## config.mk

```make
export PLATFORM = sky130hd
export DESIGN_NAME = vx_matrix_sched
export DESIGN_NICKNAME = d
export VERILOG_FILES = /design/src/rtl/vx_matrix_sched.sv
export SDC_FILE = /design/constraint.sdc
export NUM_CORES = 1
export LEC_CHECK = 0
export BUFFER_PORTS_ARGS = -buffer_cell sky130_fd_sc_hd__clkbuf_2
export CAP_MARGIN = 20
export CELL_PAD_IN_SITES_DETAIL_PLACEMENT = 1
export CELL_PAD_IN_SITES_GLOBAL_PLACEMENT = 1
export CORE_MARGIN = 3
export CORE_UTILIZATION = 29
export CTS_BUF_LIST = sky130_fd_sc_hd__clkbuf_16
export DETAILED_ROUTE_END_ITERATION = 12
export GPL_TIMING_DRIVEN = 0
export PLACE_DENSITY = 0.77
export SLEW_MARGIN = 5
export SYNTH_ARGS = -nofsm -noshare
export SYNTH_HDL_FRONTEND = slang
export SYNTH_SLANG_ARGS = --single-unit
```

## constraint.sdc

```tcl
create_clock -name clk -period 3.19 [get_ports clk]
set_input_delay 0.1595 -clock clk [delete_from_list [all_inputs] [get_ports clk]]
set_output_delay 0.1595 -clock clk [all_outputs]
set_load 0.05 [all_outputs]
```

## src/rtl/vx_matrix_sched.sv

```systemverilog
// Shared matrix micro-op sequencer: round-robin grant of one issue slot, expanded into its micro-op stream.
// Optional back-to-back re-arbitration on the last handshake: define MATRIX_SCHED_B2B_EN.
module vx_matrix_sched #(
   parameter  int NUM_REQS = 4,
   parameter  int NR_W     = 6,
   localparam int SEL_W    = $clog2(NUM_REQS)
) (
   input  logic                     clk,
   input  logic                     reset,
   input  logic [NUM_REQS-1:0]      req_valid,
   input  logic [NUM_REQS*2-1:0]    req_kind,
   input  logic [NUM_REQS*4-1:0]    req_row_size,
   input  logic [NUM_REQS*NR_W-1:0] req_rd,
   input  logic [NUM_REQS*NR_W-1:0] req_rs1,
   input  logic [NUM_REQS*NR_W-1:0] req_rs2,
   output logic [NUM_REQS-1:0]      req_ready,
   output logic                     uop_valid,
   input  logic                     uop_ready,
   output logic [SEL_W-1:0]         uop_sel,
   output logic [3:0]               uop_idx,
   output logic [NR_W-1:0]          uop_rd,
   output logic [NR_W-1:0]          uop_rs1,
   output logic [NR_W-1:0]          uop_rs2,
   output logic [2:0]               uop_op_mod,
   output logic                     uop_last,
   output logic                     busy
);

   typedef enum logic {IDLE, ISSUE} state_t;

   state_t            r_state;
   logic [SEL_W-1:0]  r_sel;
   logic [SEL_W-1:0]  r_lastGrant;
   logic [3:0]        r_idx;

   logic [1:0]        w_kind;
   logic [3:0]        w_row;
   logic [NR_W-1:0]   w_baseRd;
   logic [NR_W-1:0]   w_baseRs1;
   logic [NR_W-1:0]   w_baseRs2;
   logic [NR_W-1:0]   w_rd;
   logic [NR_W-1:0]   w_rs1;
   logic [NR_W-1:0]   w_rs2;
   logic [2:0]        w_opMod;
   logic [3:0]        w_lastIdx;
   logic [NR_W-1:0]   w_idxExt;
   logic [NUM_REQS-1:0] w_selOh;
   logic              w_issue;
   logic              w_reqValidSel;
   logic              w_hs;
   logic              w_last;
   logic              w_lastHs;
   logic [SEL_W:0]    w_idlePick;

   // Returns {found, slot}; search begins at base+1 and wraps.
   function automatic logic [SEL_W:0] rrPick(input logic [NUM_REQS-1:0] reqs,
                                             input logic [SEL_W-1:0]    base);
      logic [SEL_W:0]   res;
      logic [SEL_W-1:0] cand;
      res = '0;
      for (int i = 1; i <= NUM_REQS; i++) begin
         cand = SEL_W'((int'(base) + i) % NUM_REQS);
         if (!res[SEL_W] && reqs[cand]) res = {1'b1, cand};
      end
      return res;
   endfunction

   always_comb begin
      w_kind    = '0;
      w_row     = '0;
      w_baseRd  = '0;
      w_baseRs1 = '0;
      w_baseRs2 = '0;
      for (int i = 0; i < NUM_REQS; i++) begin
         if (r_sel == SEL_W'(i)) begin
            w_kind    = req_kind[i*2 +: 2];
            w_row     = req_row_size[i*4 +: 4];
            w_baseRd  = req_rd[i*NR_W +: NR_W];
            w_baseRs1 = req_rs1[i*NR_W +: NR_W];
            w_baseRs2 = req_rs2[i*NR_W +: NR_W];
         end
      end
   end

   assign w_idxExt = NR_W'(r_idx);

   always_comb begin
      w_rd      = w_baseRd;
      w_rs1     = w_baseRs1;
      w_rs2     = w_baseRs2;
      w_opMod   = 3'b000;
      w_lastIdx = 4'd0;
      case (w_kind)
         2'b01: begin
            w_rd      = w_baseRd + w_idxExt;
            w_lastIdx = (w_row == 4'd0) ? 4'd0 : w_row - 4'd1;
         end
         2'b10: begin
            if (r_idx == 4'd0) begin
               w_rd = w_baseRs1;
            end else if (r_idx == 4'd1) begin
               w_rd  = w_baseRs2;
               w_rs1 = w_baseRs1 + NR_W'(1);
               w_rs2 = w_baseRs2 + NR_W'(1);
            end
            w_opMod   = (r_idx < w_row) ? 3'b010 : 3'b000;
            w_lastIdx = w_row;
         end
         default: begin
            w_lastIdx = 4'd0;
         end
      endcase
   end

   assign w_issue       = (r_state == ISSUE);
   assign w_reqValidSel = req_valid[r_sel];
   assign w_last        = (r_idx == w_lastIdx);
   assign w_hs          = uop_valid && uop_ready;
   assign w_lastHs      = w_hs && w_last;
   assign w_selOh       = NUM_REQS'(1) << r_sel;
   assign w_idlePick    = rrPick(req_valid, r_lastGrant);

`ifdef MATRIX_SCHED_B2B_EN
   // The finishing slot is masked so its still-asserted request cannot win again immediately.
   logic [SEL_W:0] w_b2bPick;
   assign w_b2bPick = rrPick(req_valid & ~w_selOh, r_sel);
`endif

   assign uop_valid  = w_issue && w_reqValidSel;
   assign uop_sel    = r_sel;
   assign uop_idx    = r_idx;
   assign uop_rd     = w_issue ? w_rd : '0;
   assign uop_rs1    = w_issue ? w_rs1 : '0;
   assign uop_rs2    = w_issue ? w_rs2 : '0;
   assign uop_op_mod = w_issue ? w_opMod : 3'b000;
   assign uop_last   = w_issue && w_last;
   assign busy       = w_issue;
   assign req_ready  = w_lastHs ? w_selOh : '0;

   always_ff @(posedge clk or negedge reset) begin
      if (!reset) begin
         r_state     <= IDLE;
         r_sel       <= '0;
         r_idx       <= '0;
         r_lastGrant <= SEL_W'(NUM_REQS - 1);
      end else begin
         case (r_state)
            IDLE: begin
               if (w_idlePick[SEL_W]) begin
                  r_sel   <= w_idlePick[SEL_W-1:0];
                  r_idx   <= '0;
                  r_state <= ISSUE;
               end
            end
            ISSUE: begin
               if (!w_reqValidSel) begin
                  r_state <= IDLE;
                  r_idx   <= '0;
               end else if (w_hs) begin
                  if (w_last) begin
                     r_lastGrant <= r_sel;
                     r_idx       <= '0;
`ifdef MATRIX_SCHED_B2B_EN
                     if (w_b2bPick[SEL_W]) r_sel <= w_b2bPick[SEL_W-1:0];
                     else                  r_state <= IDLE;
`else
                     r_state <= IDLE;
`endif
                  end else begin
                     r_idx <= r_idx + 4'd1;
                  end
               end
            end
            default: r_state <= IDLE;
         endcase
      end
   end

endmodule

```

==> results of run 1 <==
==> final timing paths <==
check	start	slack (ps)	to	cells after the start
hold / removal	req_valid[2]	290	uop_sel[1]	3
setup / recovery	uop_sel[0]	-250	uop_last	14
hold reg to reg	r_lastGrant[0]	530	r_lastGrant[0]	2
max in group asynchronous	reset	2610	r_lastGrant[1]	2
setup reg to reg	uop_sel[0]	-150	uop_idx[2]	15
min in group asynchronous	reset	310	busy	2
==> worst max-delay path: cells and delay by family, from the launching register on <==
kind                       cells  cell delay [ps]
and+or+nand+nor                3              710
adders and majority gates      1              210
AOI/OAI and AO/OA              2              370
muxes                          1              550
DFF                            1              380
buffers and inverters          7              780
==> routing by layer <==
layer  part of all wire [%]  vias up  track usage [%]
met1                     40     1308            24.17
li1                       -     1263                -
met2                     54       88            37.40
met4                    2.3        0            6.130
met3                    4.3       17            2.920
met5                      0        -                0
==> power groups by stage <==
| stage | Sequential, uW | Combinational, uW | Clock (uW) |
|---|---|---|---|
| 3_3_place_gp | 229 | 3240 | 0 |
| 2_1_floorplan | 304 | 2520 | 0 |
| 4_1_cts | 239 | 3780 | 236 |
| 3_5_place_dp | 234 | 3310 | 0 |
| 5_1_grt | 247 | 4230 | 236 |
| 6_report | 238 | 3970 | 227 |
==> repair_timing <==
action / 4_1_cts / 5_1_grt
pin swaps: 9 / 13
setup buffers: 17 / 10
hold buffers: 1 / 0
setup endpoints to repair: 30 / 17
gates resized for setup: 50 / 22
endpoints found under the hold margin: 7 / 0
==> cells in the final DEF, fill, tap and decap left out, drive strengths merged, types with 7 or more instances in the layout <==
| master | instances |
|---|---|
| xnor2 | 8 |
| ha | 15 |
| buf | 40 |
| mux4 | 25 |
| dfrtp | 7 |
| nor2 | 11 |
| mux2i | 13 |
| inv | 16 |
| and2 | 15 |
| nor3 | 7 |
| a21oi | 13 |
| o21ai | 12 |
| nand2 | 14 |
| clkbuf | 139 |
==> final cells by class <==
cell class / instances / area, sq um
buffer: 16 / 147.6
clock inverter: 1 / 3.754
multi-input combinational: 205 / 2111
tap: 99 / 123.9
fill: 882 / 3721
sequential: 9 / 230.2
timing repair buffer: 161 / 1017
inverter: 15 / 56.30
clock buffer: 3 / 75.07
==> state kept, by name (all words and copies together) (netlist names) <==
name,count
uop_sel,2
uop_idx,4
r_lastGrant,2
busy,1
==> cell families (layout without fill, tap and decap cells) <==
group                    Yosys count  count (layout)  synth area share [%]
AO/OA/AOI/OAI                     54              54                 16.81
XOR/XNOR                          13              13                 4.951
adder cells (fa/ha/maj)           16              16                 9.032
buffers and inverters             33             196                 6.256
flip-flops                         9               9                 9.902
multiplexers                      40              40                 31.77
other                              1               2                0.1631
AND/OR/NAND/NOR                   80              80                 21.11
==> metrics by stage <==
step,hold WS (ps),setup TNS (ps),utilization [%],std cells
2_1_floorplan,-136.1,-1527,-,247
5_1_grt,333.6,-2896,50.29,509
6_report,293.9,-1527,50.29,509
3_5_place_dp,42.03,-6014,43.21,480
4_1_cts,281.0,-1143,48.74,501
3_3_place_gp,31.84,-4019,43.21,480
==> metrics.md, run 1 <==
| Metric | Value |
|---|---|
| Status | finished with violations |
| Failing checks | setup timing |
| Final worst slack | -247.2 ps |
| Final Wtd Congestion | roughly 0.84 |
| PwrDens | 1178 nW/um^2 |
| Layout cell share with drive strength beyond 1 | approximately three fifths |
| Sequential area share after synthesis | about a tenth |
| RSZ-0062 raised after global routing | true |
| Routed wire length | about 9600 um |
| Port bufs | 134 |
| Drt wl/cell | about 19 um |
| Comb pwr share | between 80% and 90% |
| Synth area leader | mux4_2 |
| Period utilisation layout | 107.7% |
| Crit end category | output pin |
| Max stage delay cell, worst path | mux4_2 |
| Clk root buf | clkbuf_16 |
| Setup-failing EPs final | 10 |
| Width of the chip | roughly 95 um |
| Cells after synthesis | 246 |
| Worst Path Arrival | 3280 ps |
| DP Worst Slack | -596.2 ps |
| Worst path max stage delay | around 550 ps |
| Die Y | ~95 um |
| Peak supply drop | about 500 uV |
| Remaining routing DRC violations | 0 |
| NetSw | around 2400 uW |
| Cts bufs inserted | 3 |
| Fmax | between 0.2 and 0.3 GHz |
| Sequential share of power | 5.4% |
| Die area | ~9000 sq um |
| Post-DP HPWL | between 7000 and 8000 um |
| CTS Sinks | 9 |
| Startpoint Class | flip-flop |
| Clk_lat worst skew | between 200 and 250 ps |
| Ys Warns | 0 |
| Initial antenna violation count | 0 |
| Worst-Margin Slew | between 500 and 600 ps |
| First-pass GRT wire length | around 14,000 um |
| Asr flop ratio synth | 100.0% |
| Core area | ~7500 sq um |
| Area of the mapped netlist | 2300 sq um |
| Post-DP Area | between 3000 and 4000 sq um |
| Leakage power | ~0.0018 uW |
| Post-layout min period | about 3400 ps |
| Clock Path Buffers | 2 |
| Final ANT Viol Nets | 0 |
| Count of cell types in the netlist | a little under 60 |
| Final Max Tran Viols | 0 |
| Most frequent cell after synthesis | mux4_2 |
| Reg clk slew, reported paths | 40 ps |
| Synth top area cells | mux4_2 (22%), ha_1 (8.2%), dfrtp_1 (7.6%) |
| Syn Area/Cell | between 9 and 10 sq um |
| CTS tree | built |
| Post-synth top cells | mux4_2 (22), and2_1 (15), ha_1 (15), inv_1 (15), nand2_1 (14) |
| GRT Resource Usage Total | roughly a fifth |
| Final Total Pwr | 4433 uW |
| Crit path max fanout | 6 |
| Post-synth EDFFs | 0 |
| Number of diodes | 0 |
| Vias after detailed routing | roughly 2,700 |
| Final nets | 530 |
| Initial drt markers | between 100 and 150 |
| Post-synth top area share | between 20% and 30% |
| Critical Path RT | ~3000 ps |
| Worst slew margin | 62.33% |
| Largest net degree at the start of global routing | 12 |
| Vias in the first global route | around 2,900 |
| Int Pwr | between 2000 and 2500 uW |
| P&R area growth vs syn | 63.71% |
| Final Hold Viols | 0 |
| Worst min-delay path category | in2reg |
| Worst setup path class | reg2out |
| H-tree depth | 1 |
| Switching share of power | a little over half |
| Initial Util | 30.72% |
| I/O pin count | approximately 140 |
| Final instance area | 3765 sq um |
| CP cell instances | buf_12 > buf_12 > mux4_2 > inv_2 > ha_4 > nand2b_4 > nor4b_4 > o21ai_2 > a22oi_4 > buf_4 > buf_6 > buf_6 > and4_4 > clkbuf_16 |
| 1st-pass router iterations | 5 |
| Vias/cell | approximately 5.3 |
| Predominant post-synthesis flop cell | dfrtp_1 |
| Seq cells post-synth | 9 |
| Clock Skew | about 7.4 ps |
| Row Count | 31 |
| Remaining Overflow, GRT | 0 |
| Max-cap violations | 0 |
| Clk pwr share | 5.1% |
(Power assumes the default switching activity.)
==> run 2, diff against run 1 <==
--- a/config.mk
+++ b/config.mk
@@ -5,6 +5,7 @@
 export SDC_FILE = /design/constraint.sdc
 export NUM_CORES = 1
 export LEC_CHECK = 0
+export ABC_CLOCK_PERIOD_IN_PS = 3190
 export BUFFER_PORTS_ARGS = -buffer_cell sky130_fd_sc_hd__clkbuf_2
 export CAP_MARGIN = 20
 export CELL_PAD_IN_SITES_DETAIL_PLACEMENT = 1
@@ -14,8 +15,8 @@
 export CTS_BUF_LIST = sky130_fd_sc_hd__clkbuf_16
 export DETAILED_ROUTE_END_ITERATION = 12
 export GPL_TIMING_DRIVEN = 0
-export PLACE_DENSITY = 0.77
-export SLEW_MARGIN = 5
+export PLACE_DENSITY = 0.8
+export SLEW_MARGIN = 15
 export SYNTH_ARGS = -nofsm -noshare
 export SYNTH_HDL_FRONTEND = slang
 export SYNTH_SLANG_ARGS = --single-unit
==> run 2 against run 1 <==
Compared with the run above:
- the flow still finishes with violations (setup timing)
- combinational power down 2%
- sequential share of layout area barely moved
- largest power group unchanged
- worst setup slack better by 8.0 ps
- critical path depth is 3 lower
- cell count is 0.98% higher
- non-clock buffer count is 5 higher
- sequential cell count unchanged
- clock skew decreased by 6.2 ps
- sequential power is essentially flat
- critical endpoint is now req_ready[1]
==> metrics.md, run 2 (same netlist as run 1, synthesis figures left out) <==
| Metric | Value |
|---|---|
| Vias in the first global route | 2,871 (+0.10%) |
| Layout cell share with drive strength beyond 1 | 58.31% (+0.26 points) |
| Setup TNS | -1649 ps (-122.2 ps) |
| H-tree depth | 1 (unchanged) |
| PwrDens | 1161 nW/um^2 (-1.4%) |
| Startpoint Class | flip-flop |
| Reg clk slew, reported paths | 40 ps (about the same) |
| Worst min-delay path category | in2async |
| Initial drt markers | 108 (-26%) |
| Status | finished with violations |
| RSZ-0062 raised after global routing | true |
| Die area | 9035 sq um (unchanged) |
| Drt wl/cell | 18.50 um (-1.8%) |
| CTS Sinks | 9 (unchanged) |
| Core area | 7486 sq um (unchanged) |
| Peak supply drop | 442.0 uV (-12%) |
| Max stage delay cell, worst path | mux4_2 |
| Final worst slack | -239.2 ps (+8.048 ps) |
| Max-cap violations | 0 (unchanged) |
| Routed wire length | 9510 um (-0.87%) |
| Clock Skew | 1.170 ps (-6.219 ps) |
| GRT Resource Usage Total | 19.53% (-0.75 points) |
| Setup-failing EPs final | 10 (unchanged) |
| Fmax | 0.2916 GHz (+0.23%) |
| Most used cell, CP | buf_12 |
| 1st-pass router iterations | 4 (-1) |
| Clk_lat worst skew | 240 ps (about the same) |
| Initial Util | 30.72% (unchanged) |
| Worst-Margin Slew | 522.8 ps (-42.27 ps) |
| Failing checks | setup timing |
| Crit path max fanout | 6 (unchanged) |
| Critical Path RT | 3030 ps (about the same) |
| Worst path max stage delay | 540 ps (about the same) |
| R2R setup slack | -220 ps (-70 ps) |
| Leakage power | 0.001834 uW (+0.65%) |
| Worst setup path class | reg2out |
| Filler cells | 913 (+3.5%) |
| Remaining Overflow, GRT | 0 (unchanged) |
| Port bufs | 134 (unchanged) |
| Width of the chip | 95.05 um (unchanged) |
| Vias/cell | 5.296 (+0.73%) |
| Max reg flops | 4 (unchanged) |
| Most frequent cells in the layout | clkbuf_2 (124), buf_4 (32), mux4_2 (22) |
| Initial antenna violation count | 0 (unchanged) |
| P&R area growth vs syn | 62.95% |
| I/O pin count | 137 (unchanged) |
| First-pass GRT wire length | 13,970 um (-1.5%) |
| Final Max Tran Viols | 0 (unchanged) |
| Post-DP HPWL | 7270 um (-2.4%) |
| Number of diodes | 0 (unchanged) |
| Clk root buf | clkbuf_16 |
| Remaining routing DRC violations | 0 (unchanged) |
| Crit end category | output pin |
| Cts bufs inserted | 3 (unchanged) |
| Period utilisation layout | 107.5% (-0.25 points) |
| Largest net degree at the start of global routing | 12 (unchanged) |
| Vias after detailed routing | 2,722 (+1.7%) |
| Final nets | 535 (+0.94%) |
| Worst Path Arrival | 3270 ps (about the same) |
| Worst slew margin | 65.14% (+2.8 points) |
| Row Count | 31 (unchanged) |
| Post-layout min period | 3429 ps (-8.048 ps) |
| CTS tree | built |
| Final Wtd Congestion | 0.7946 (-6.0%) |
| Commonest non-fill, non-tap cell in the layout | clkbuf_2 |
| CP cell instances | buf_12 > buf_12 > mux4_2 > ha_2 > nor3b_1 > o21a_1 > or3_4 > a22oi_4 > nand4_4 > nor3_4 > buf_8 |
| Final Total Pwr | 4351 uW (-1.9%) |
| Final Hold Viols | 0 (unchanged) |
| Die Y | 95.05 um (unchanged) |
| Final ANT Viol Nets | 0 (unchanged) |
| Clock Path Buffers | 2 (unchanged) |
[run 2: worst max-delay path, delay by kind of cell, from the launching register on]
family / cells / cell delay (ps)
compound gates: 2 / 440
simple gates: 4 / 990
fa+ha+maj: 1 / 250
mux: 1 / 540
flops: 1 / 380
buf+inv: 3 / 420
[run 2: final cells by class]
class / count / area [sq um] / area share, %
Sequential cell: 9 / 230.2 / 6.144
Inverter: 15 / 56.30 / 1.503
Timing Repair Buffer: 166 / 1016 / 27.11
Clock inverter: 1 / 3.754 / 0.1002
Multi-Input combinational cell: 205 / 2097 / 55.96
Clock buffer: 3 / 75.07 / 2.003
Tap cell: 99 / 123.9 / 3.306
Buffer: 16 / 145.1 / 3.873
[run 2: path summary, 6_finish.rpt]
kind / from / end / cells after the start
setup / recovery: uop_sel[0] / req_ready[1] / 11
min in group clk: req_valid[2] / uop_sel[0] / 4
max in group asynchronous: reset / r_lastGrant[1] / 2
hold / removal: reset / busy / 2
hold reg to reg: r_lastGrant[0] / r_lastGrant[0] / 2
setup reg to reg: uop_sel[0] / r_lastGrant[1] / 13
[run 2: per-stage QoR]
stage / instance area, sq um / hold WS (ps) / setup slack [ps] / cells / utilization, %
2_1_floorplan: 2440 / -136.1 / -362.5 / 247 / -
3_3_place_gp: 3234 / 30.65 / -522.5 / 480 / 43.21
3_5_place_dp: 3234 / 36.45 / -586.9 / 480 / 43.21
4_1_cts: 3611 / 332.2 / -243.1 / 500 / 48.24
5_1_grt: 3747 / 342.0 / -380.2 / 514 / 50.06
6_report: 3747 / 332.1 / -239.2 / 514 / 50.06
[run 2: power breakdown]
group | internal (uW) | switching [uW]
clock network | 164 | 57.1
registers | 167 | 68.0
logic | 1600 | 2290
total | 1930 | 2420
[run 2: repair_timing]
action	4_1_cts	5_1_grt
gates resized for setup	47	24
hold buffers	1	0
cloned	0	1
pin swaps	9	14
endpoints found under the setup margin	30	16
hold endpoints to repair	7	0
setup buffers	16	15
[run 2: metal layers]
metal	GRT usage (%)	up-vias	wire length, um
met5	0	-	0
met4	5.889	0	171
met3	1.973	13	408
met2	36.05	94	5130
met1	23.76	1341	3799
li1	-	1274	-
